`config.mk`:
```
export PLATFORM = sky130hd
export DESIGN_NAME = arith_unit_byte_driver_flat
export DESIGN_NICKNAME = d
export VERILOG_FILES = /design/src/rtl/arith_unit_byte_driver_if.sv /design/src/rtl/arith_unit_byte_driver.sv /design/src/flat_wrapper.sv
export SDC_FILE = /design/constraint.sdc
export NUM_CORES = 1
export LEC_CHECK = 0
export CAP_MARGIN = 15
export CORE_MARGIN = 2
export CORE_UTILIZATION = 55
export DETAILED_ROUTE_END_ITERATION = 8
export DONT_BUFFER_PORTS = 1
export PLACE_DENSITY = 0.79
export SETUP_SLACK_MARGIN = 0.3
export SLEW_MARGIN = 15
export SYNTH_ARGS = -nofsm -noshare
export SYNTH_HDL_FRONTEND = slang
export SYNTH_SLANG_ARGS = --single-unit
```
`constraint.sdc`:
```
create_clock -name clk_i -period 3 [get_ports clk_i]
set_input_delay 0.6 -clock clk_i [delete_from_list [all_inputs] [get_ports clk_i]]
set_output_delay 0.6 -clock clk_i [all_outputs]
set_load 0.01 [all_outputs]
```
`src/rtl/arith_unit_byte_driver_if.sv`:
```
// Byte-stream and operand/result bundle between the arithmetic-unit host driver,
// the UART byte streams and the device under test.
interface arith_unit_byte_driver_if #(
    parameter int unsigned OPERAND_WIDTH = 8
);
    logic [7:0]               rx_data;
    logic                     rx_valid;
    logic                     rx_ready;
    logic [7:0]               tx_data;
    logic                     tx_valid;
    logic                     tx_ready;
    logic [1:0]               operation;
    logic [OPERAND_WIDTH-1:0] lhs;
    logic [OPERAND_WIDTH-1:0] rhs;
    logic [OPERAND_WIDTH-1:0] result;
    logic                     busy;

    modport master (
        input  rx_data, rx_valid, tx_ready, result,
        output rx_ready, tx_data, tx_valid, operation, lhs, rhs, busy
    );

    modport slave (
        output rx_data, rx_valid, tx_ready, result,
        input  rx_ready, tx_data, tx_valid, operation, lhs, rhs, busy
    );
endinterface

```
`src/rtl/arith_unit_byte_driver.sv`:
```
// Host-side arithmetic-unit driver: byte command frames in, operands out, response frames back.
// Define ARITH_UNIT_BYTE_DRIVER_TIMEOUT_EN to abort a stalled partial frame with an 0xEE response.
module arith_unit_byte_driver #(
    parameter int unsigned OPERAND_WIDTH  = 8,
    parameter int unsigned SETTLE_CYCLES  = 2,
    parameter int unsigned TIMEOUT_CYCLES = 100000
) (
    input  logic                      clk_i,
    input  logic                      rst_ni,
    arith_unit_byte_driver_if.master  bus_io
);
    localparam int unsigned NB   = (OPERAND_WIDTH + 7) / 8;
    localparam int unsigned BW   = NB * 8;
    localparam int unsigned CntW = (NB > 1) ? $clog2(NB) : 1;
    localparam logic [CntW-1:0] LastIdx    = CntW'(NB - 1);
    localparam logic [7:0]      LastSettle = 8'(SETTLE_CYCLES - 1);

    typedef enum logic [2:0] {
        StOpc, StLhs, StRhs, StSettle, StRespSt, StRespD, StErr
    } state_e;

    state_e                   state_q, state_d;
    logic [CntW-1:0]          cnt_q, cnt_d, cnt_inc;
    logic [7:0]               settle_q, settle_d;
    logic [1:0]               op_sh_q, op_sh_d;
    logic [BW-1:0]            lhs_sh_q, lhs_sh_d, rhs_sh_q, rhs_sh_d, resp_q, resp_d;
    logic [BW-1:0]            lhs_new, rhs_new;
    logic [1:0]               operation_q, operation_d;
    logic [OPERAND_WIDTH-1:0] lhs_q, lhs_d, rhs_q, rhs_d;
    logic [7:0]               tx_data_q, tx_data_d;
    logic                     tx_valid_q, tx_valid_d;
    logic                     rx_rdy, rx_fire, timeout;

    assign rx_rdy  = (state_q == StOpc) || (state_q == StLhs) || (state_q == StRhs);
    assign rx_fire = rx_rdy && bus_io.rx_valid;

`ifdef ARITH_UNIT_BYTE_DRIVER_TIMEOUT_EN
    logic [31:0] idle_q, idle_d;
    logic        mid_frame;

    assign mid_frame = (state_q == StLhs) || (state_q == StRhs);
    assign timeout   = mid_frame && !rx_fire && (idle_q == TIMEOUT_CYCLES - 1);

    // Reloads on every accepted byte; only runs while a frame is partially received.
    always_comb begin
        idle_d = '0;
        if (mid_frame && !rx_fire) idle_d = idle_q + 32'd1;
    end

    always_ff @(posedge clk_i or negedge rst_ni) begin
        if (!rst_ni) idle_q <= '0;
        else         idle_q <= idle_d;
    end
`else
    logic unused_timeout;
    assign unused_timeout = ^TIMEOUT_CYCLES;
    assign timeout        = 1'b0;
`endif

    always_comb begin
        state_d     = state_q;
        cnt_d       = cnt_q;
        cnt_inc     = cnt_q + 1'b1;
        settle_d    = settle_q;
        op_sh_d     = op_sh_q;
        lhs_sh_d    = lhs_sh_q;
        rhs_sh_d    = rhs_sh_q;
        resp_d      = resp_q;
        operation_d = operation_q;
        lhs_d       = lhs_q;
        rhs_d       = rhs_q;
        tx_data_d   = tx_data_q;
        tx_valid_d  = tx_valid_q;
        lhs_new     = lhs_sh_q;
        rhs_new     = rhs_sh_q;
        lhs_new[cnt_q * 8 +: 8] = bus_io.rx_data;
        rhs_new[cnt_q * 8 +: 8] = bus_io.rx_data;

        unique case (state_q)
            StOpc: begin
                if (rx_fire) begin
                    if (bus_io.rx_data[7:2] == 6'd0) begin
                        op_sh_d = bus_io.rx_data[1:0];
                        cnt_d   = '0;
                        state_d = StLhs;
                    end else begin
                        tx_valid_d = 1'b1;
                        tx_data_d  = 8'hEE;
                        state_d    = StErr;
                    end
                end
            end
            StLhs: begin
                if (rx_fire) begin
                    lhs_sh_d = lhs_new;
                    if (cnt_q == LastIdx) begin
                        cnt_d   = '0;
                        state_d = StRhs;
                    end else begin
                        cnt_d = cnt_inc;
                    end
                end else if (timeout) begin
                    tx_valid_d = 1'b1;
                    tx_data_d  = 8'hEE;
                    state_d    = StErr;
                end
            end
            StRhs: begin
                if (rx_fire) begin
                    rhs_sh_d = rhs_new;
                    if (cnt_q == LastIdx) begin
                        // Commit all three together so the DUT never sees a half-loaded frame.
                        cnt_d       = '0;
                        operation_d = op_sh_q;
                        lhs_d       = lhs_sh_q[OPERAND_WIDTH-1:0];
                        rhs_d       = rhs_new[OPERAND_WIDTH-1:0];
                        settle_d    = '0;
                        state_d     = StSettle;
                    end else begin
                        cnt_d = cnt_inc;
                    end
                end else if (timeout) begin
                    tx_valid_d = 1'b1;
                    tx_data_d  = 8'hEE;
                    state_d    = StErr;
                end
            end
            StSettle: begin
                if (settle_q == LastSettle) begin
                    resp_d                      = '0;
                    resp_d[OPERAND_WIDTH-1:0]   = bus_io.result;
                    settle_d                    = '0;
                    tx_valid_d                  = 1'b1;
                    tx_data_d                   = 8'h00;
                    state_d                     = StRespSt;
                end else begin
                    settle_d = settle_q + 8'd1;
                end
            end
            StRespSt: begin
                if (bus_io.tx_ready) begin
                    tx_data_d = resp_q[7:0];
                    cnt_d     = '0;
                    state_d   = StRespD;
                end
            end
            StRespD: begin
                if (bus_io.tx_ready) begin
                    if (cnt_q == LastIdx) begin
                        tx_valid_d = 1'b0;
                        cnt_d      = '0;
                        state_d    = StOpc;
                    end else begin
                        tx_data_d = resp_q[cnt_inc * 8 +: 8];
                        cnt_d     = cnt_inc;
                    end
                end
            end
            StErr: begin
                if (bus_io.tx_ready) begin
                    tx_valid_d = 1'b0;
                    state_d    = StOpc;
                end
            end
            default: state_d = StOpc;
        endcase
    end

    always_ff @(posedge clk_i or negedge rst_ni) begin
        if (!rst_ni) begin
            state_q     <= StOpc;
            cnt_q       <= '0;
            settle_q    <= '0;
            op_sh_q     <= '0;
            lhs_sh_q    <= '0;
            rhs_sh_q    <= '0;
            resp_q      <= '0;
            operation_q <= '0;
            lhs_q       <= '0;
            rhs_q       <= '0;
            tx_data_q   <= '0;
            tx_valid_q  <= 1'b0;
        end else begin
            state_q     <= state_d;
            cnt_q       <= cnt_d;
            settle_q    <= settle_d;
            op_sh_q     <= op_sh_d;
            lhs_sh_q    <= lhs_sh_d;
            rhs_sh_q    <= rhs_sh_d;
            resp_q      <= resp_d;
            operation_q <= operation_d;
            lhs_q       <= lhs_d;
            rhs_q       <= rhs_d;
            tx_data_q   <= tx_data_d;
            tx_valid_q  <= tx_valid_d;
        end
    end

    assign bus_io.rx_ready  = rx_rdy;
    assign bus_io.tx_data   = tx_data_q;
    assign bus_io.tx_valid  = tx_valid_q;
    assign bus_io.operation = operation_q;
    assign bus_io.lhs       = lhs_q;
    assign bus_io.rhs       = rhs_q;
    assign bus_io.busy      = (state_q != StOpc);
endmodule

```
`src/flat_wrapper.sv`:
```
// flat-port wrapper written by rule: the top's interface ports become plain ports
module arith_unit_byte_driver_flat 
#(
    parameter int unsigned OPERAND_WIDTH  = 8,
    parameter int unsigned SETTLE_CYCLES  = 2,
    parameter int unsigned TIMEOUT_CYCLES = 100000
)
  (clk_i, rst_ni, bus_io_rx_data, bus_io_rx_valid, bus_io_tx_ready, bus_io_result, bus_io_rx_ready, bus_io_tx_data, bus_io_tx_valid, bus_io_operation, bus_io_lhs, bus_io_rhs, bus_io_busy);
  arith_unit_byte_driver_if #(.OPERAND_WIDTH(OPERAND_WIDTH)) bus_io_i ();
  input  logic clk_i;
  input  logic rst_ni;
  input wire logic [$bits(bus_io_i.rx_data)-1:0] bus_io_rx_data;
  input wire logic [$bits(bus_io_i.rx_valid)-1:0] bus_io_rx_valid;
  input wire logic [$bits(bus_io_i.tx_ready)-1:0] bus_io_tx_ready;
  input wire logic [$bits(bus_io_i.result)-1:0] bus_io_result;
  output wire logic [$bits(bus_io_i.rx_ready)-1:0] bus_io_rx_ready;
  output wire logic [$bits(bus_io_i.tx_data)-1:0] bus_io_tx_data;
  output wire logic [$bits(bus_io_i.tx_valid)-1:0] bus_io_tx_valid;
  output wire logic [$bits(bus_io_i.operation)-1:0] bus_io_operation;
  output wire logic [$bits(bus_io_i.lhs)-1:0] bus_io_lhs;
  output wire logic [$bits(bus_io_i.rhs)-1:0] bus_io_rhs;
  output wire logic [$bits(bus_io_i.busy)-1:0] bus_io_busy;
  assign bus_io_i.rx_data = bus_io_rx_data;
  assign bus_io_i.rx_valid = bus_io_rx_valid;
  assign bus_io_i.tx_ready = bus_io_tx_ready;
  assign bus_io_i.result = bus_io_result;
  assign bus_io_rx_ready = bus_io_i.rx_ready;
  assign bus_io_tx_data = bus_io_i.tx_data;
  assign bus_io_tx_valid = bus_io_i.tx_valid;
  assign bus_io_operation = bus_io_i.operation;
  assign bus_io_lhs = bus_io_i.lhs;
  assign bus_io_rhs = bus_io_i.rhs;
  assign bus_io_busy = bus_io_i.busy;
  arith_unit_byte_driver #(.OPERAND_WIDTH(OPERAND_WIDTH), .SETTLE_CYCLES(SETTLE_CYCLES), .TIMEOUT_CYCLES(TIMEOUT_CYCLES)) u_core (.clk_i(clk_i), .rst_ni(rst_ni), .bus_io(bus_io_i));
endmodule
```
Word level (Yosys, flattened, before mapping) --
Index checks and enable logic that the tools add are counted.
Storage, ports and cells: input bits 20, bits in registers 65, output and inout port bits 29, logic and storage cells 99
Operators by class: shift-type cells 3, eq/ne operators 21, $add $sub $neg 3, reductions and logical operators 21, bitwise operators 1, mux-type cells 38
Operators by type and width (number):
- 8-bit 2-to-1 mux | 9
- 4-bit negation with 34-bit output | 1
- 8-bit by 34-bit variable shift with 8-bit output, first input constant | 1
- 8-bit by 34-bit variable part select with 8-bit output | 1
- 3-bit 2-to-1 mux | 11
- 8-bit one-hot mux with 4 select lines | 1
- 3-bit one-hot mux with 7 select lines | 1
- 8-bit bitwise mux | 2
- 2-bit inequality test, second input constant | 8
- 8-bit one-hot mux with 2 select lines | 1
- 7-bit AND reduction | 2
- 2-bit by 1-bit inequality test with 1-bit output, second input constant | 6
- 4-bit nonzero test | 3
- 1-bit 2-to-1 mux | 11
- 10-bit AND reduction | 1
- 3-bit equality test, second input constant | 3
- 3-bit AND reduction | 3
- 8-bit by 1-bit adder with 8-bit output, second input constant | 1
- 8-bit by 1-bit equality test with 1-bit output, second input constant | 1
- 1-bit one-hot mux with 4 select lines | 2
- 8-bit by 5-bit variable part select with 8-bit output | 1
- 3-bit by 2-bit equality test with 1-bit output, second input constant | 2
- 6-bit logical NOT | 1
- 2-bit AND reduction | 3
- 10 further kinds | 11

Logic depth before layout (Yosys ltp) --
word-level depth 6, gate-level depth with buffers 7

Worst setup path after synthesis --
Ideal clock, no wire load.
path kind input port to flip-flop, start input bus_io_rx_data[3], end register u_core.tx_data_q[1], in the netlist u_core.bus_io.tx_data[1], setup slack 0.889 ns, stages on the path 4, data required time 2.879 ns, arrival 1.990 ns, path buffers 0, cells stage by stage or4_4 -> or2_4 -> a311o_1 -> o22a_1
On the way: cells in the longest elaborated chain, start to end 3
Ends and longest elaborated chain:
- from (decl) | RTL line flat_wrapper.sv:12 | input wire logic [$bits(bus_io_i.rx_data)-1:0] bus_io_rx_data;
- 6-bit logical NOT | RTL line arith_unit_byte_driver.sv:82 | if (bus_io.rx_data[7:2] == 6'd0) begin
- 2-bit inequality test (no source line)
- 7-bit AND reduction (no source line)
- to (signal assigned) | RTL line arith_unit_byte_driver.sv:194 | tx_data_q <= tx_data_d;
- to (decl) | RTL line arith_unit_byte_driver.sv:30 | logic [7:0] tx_data_q, tx_data_d;
No other way between the ends. A chain may end at the register's enable or synchronous reset.

Worst setup path after layout --
start register u_core.state_q[1], end output bus_io_busy
On the way: cells in the longest elaborated chain, start to end 1
Ends and longest elaborated chain:
- from (decl) | RTL line arith_unit_byte_driver.sv:22 | state_e state_q, state_d;
- from (signal assigned) | RTL line arith_unit_byte_driver.sv:171 | state_q <= StOpc;
- from (signal assigned) | RTL line arith_unit_byte_driver.sv:184 | state_q <= state_d;
- 3-bit nonzero test | RTL line arith_unit_byte_driver.sv:205 | assign bus_io.busy = (state_q != StOpc);
- to (decl) | RTL line flat_wrapper.sv:22 | output wire logic [$bits(bus_io_i.busy)-1:0] bus_io_busy;
No other way between the ends.

==> results.txt <==
status - complete, no violations
post-synthesis cell count - 194
Resized cells post-CTS - 0
final period utilization - 78.1%
Max Slew Vio Count - 0
Post-Syn Nets - 216
FF+latch area - 1400 um^2
drt wl/cell - 18.7 um
crit path buf inv count - 0
FP Rows - 24
Syn Area/Cell - 12.7 um^2
Post-Route WL - 4.60 mm
core area - 4320 um^2
Clock Skews - 0.0111 ns
Cell Area, Synth - 2460 um^2
Slew @ Worst Pin - 0.815 ns
largest fanout on the critical path - 14
Worst setup SP type - register
diode count - 0
hold_buf cts - 1
Yosys top cell by area - dfrtp_1
Initial Utilization - 57.0%
CTS tree - done
R2R cell count - 5
H-tree depth - 2
top_reg_cell synth - dfrtp_1
crit-path leading delay family - simple AND/OR/NAND/NOR gates
Max Cap Viol - 0
initial antenna violation count - 0
pwr/cell area - 1010 nW/um^2
die width - 70.9 um
placer's final routability congestion estimate - 0.940
top cells by area, synth - dfrtp_1 (57%), mux2_2 (17%), and3_1 (2.8%)
total gr overflow - 0
YS warnings - 0
Max Freq - 0.427 GHz
CP Data Required Time - 2.40 ns
Reg2Reg Setup Slack - 0.73 ns
worst r2r dst - u_core.settle_q[7]
leakage - 1.14 nW
reg2reg start - u_core.state_q[2]
Slew headroom - 45.5%
min-delay worst type - input port to asynchronous set/reset pin
Top-Level Pins - 49
Post-CTS Setup Bufs - 0
CP Cell Sequence - nor2_1 -> nand2_1
sequential cell area fraction in the yosys report - 56.9%
share of layout cells above drive strength 1 - 26.8%
Die ar. - 5030 um^2
CP max stage delay - 0.68 ns
Antenna Violating Nets Remaining - 0
global-route wire length before repair - 7.80 mm
Synth async-reset ratio - 100%
VDD IR-drop max - 0.000528 V
total number of vias - 1568
setup violators final - 0
vias per cell - 6.37
# fillers - 352
CP max stage cell - nor2_1
clk sink count - 56
Clock transition at path regs - 0.10 ns
Setup Crit Path Kind - register to output port
cell area after layout - 2620 um^2
Crit. End Element - output port
Clock Path Buffers - 2
1st-iter DRT viols - 126
# DRC - 0
Chip Height - 70.9 um
port bufs - 0
First-pass DRT Iterations - 4
CP arrival - 1.74 ns
most common cell after layout, fill and taps aside - dfrtp_1
Clk Tree Root Cell - clkbuf_8
Tot GR Track Use - 19.7%
CTS Buf Count - 5
Layout Area Growth over Synthesis - 6.09%
Synth Register Bits - 56
post-synth top area share - 56.9%
largest net degree at the start of global routing - 57
EDFF count, synth - 0
layout net count - 215
WP depth - 2
area of the multi-input gates - 1010 um^2
number of global-route vias before repair - 1629
RSZ-0062 raised after global routing - false
synth unique cells - 41
Min Clock Period, post-route - 2.34 ns
Clock Latency Late Sink - 0.31 ns
DPL Wire Length - 3.24 mm
most frequent cells in the layout - dfrtp_1 (56), mux2_2 (38), and3_1 (11)
Placement Cell Area - 2490 um^2
Final Hold Fails - 0
setup_tns - 0 ns
[cell usage after synthesis (2+ instances only)]
| master | n |
|---|---|
| and3_1 | 11 |
| and2_1 | 2 |
| nor2b_1 | 2 |
| inv_1 | 3 |
| dfrtp_1 | 56 |
| o22a_1 | 6 |
| a32o_1 | 2 |
| buf_2 | 5 |
| clkbuf_1 | 4 |
| and3b_1 | 2 |
| o21ai_0 | 5 |
| mux2_2 | 38 |
| a21o_1 | 2 |
| nand2_1 | 5 |
| nand3_1 | 4 |
| ha_1 | 2 |
| a21oi_1 | 6 |
| nor2_1 | 6 |
| a31oi_1 | 6 |
| nand2b_1 | 4 |
| nor3_1 | 2 |
| or2_2 | 2 |
[worst max path at each step]
stage | end | from | slack (ns)
2_1_floorplan | u_core.bus_io.tx_data[1] | bus_io_rx_data[3] | 0.89
3_3_place_gp | u_core.bus_io.tx_data[5] | bus_io_rx_data[3] | 0.84
3_5_place_dp | u_core.settle_q[7] | u_core.state_q[2] | 0.71
4_1_cts | bus_io_busy | u_core.state_q[1] | 0.70
5_1_grt | bus_io_busy | u_core.state_q[1] | 0.54
6_report | bus_io_busy | u_core.state_q[1] | 0.66
[layer usage]
layer	GRT usage, %	routed length [um]	vias up	part of all wire [%]
li1	-	-	705	-
met3	6.84	342	12	7.4
met4	6.71	94	0	2.0
met5	0	0	-	0
met1	26.7	2040	785	44
met2	30.0	2120	66	46
[through the flow]
stage	setup slack [ns]	instances	util (%)	hold slack [ns]	power [W]
final	0.656	246	60.5	0.142	0.00264
after global routing	0.538	246	60.5	0.133	0.00283
after CTS	0.703	246	60.5	0.141	0.00266
after detailed placement	0.705	237	57.6	0.306	0.00222
after global placement	0.844	237	57.6	0.307	0.00215
after floorplan	0.889	194	-	0.304	0.00204
[power by group]
| group | internal [W] | switching (W) | total (W) |
|---|---|---|---|
| Sequential | 0.00107 | 0.000341 | 0.00141 |
| Combinational | 0.000439 | 0.000373 | 0.000811 |
| Clock | 0.000170 | 0.000248 | 0.000418 |
| Total | 0.00168 | 0.000962 | 0.00264 |
[cell type report]
cell class | instances | share of cell area, %
Tap cell | 52 | 2.49
Sequential cell | 56 | 53.6
Clock inverter | 3 | 1.00
Inverter | 3 | 0.431
Multi-Input combinational cell | 125 | 38.5
Timing Repair Buffer | 2 | 1.34
Clock buffer | 5 | 2.63
[sequential cells by signal, summed over array words and instances, names as in the netlist, 3 cells and up]
signal                 flops
u_core.settle_q            8
u_core.lhs_sh_q            8
u_core.bus_io.lhs          8
u_core.state_q             3
u_core.resp_q              8
u_core.bus_io.rhs          7
u_core.bus_io.tx_data      8
[worst reg2reg max path, stage by stage (launching register included)]
cell and delay, ns:
dfrtp_1 0.57, and3b_1 0.40, a21boi_0 0.67, buf_4 0.29, a21oi_1 0.08, o21ai_0 0.19
[cells by family after synthesis]
kind of cell | synth area share (%)
compound gates | 10.9
xor+xnor | 0.355
fa+ha+maj | 1.42
buf+inv | 2.28
flops | 56.9
mux | 17.4
simple gates | 10.9
Note: power is estimated with default switching activity, not from simulation.
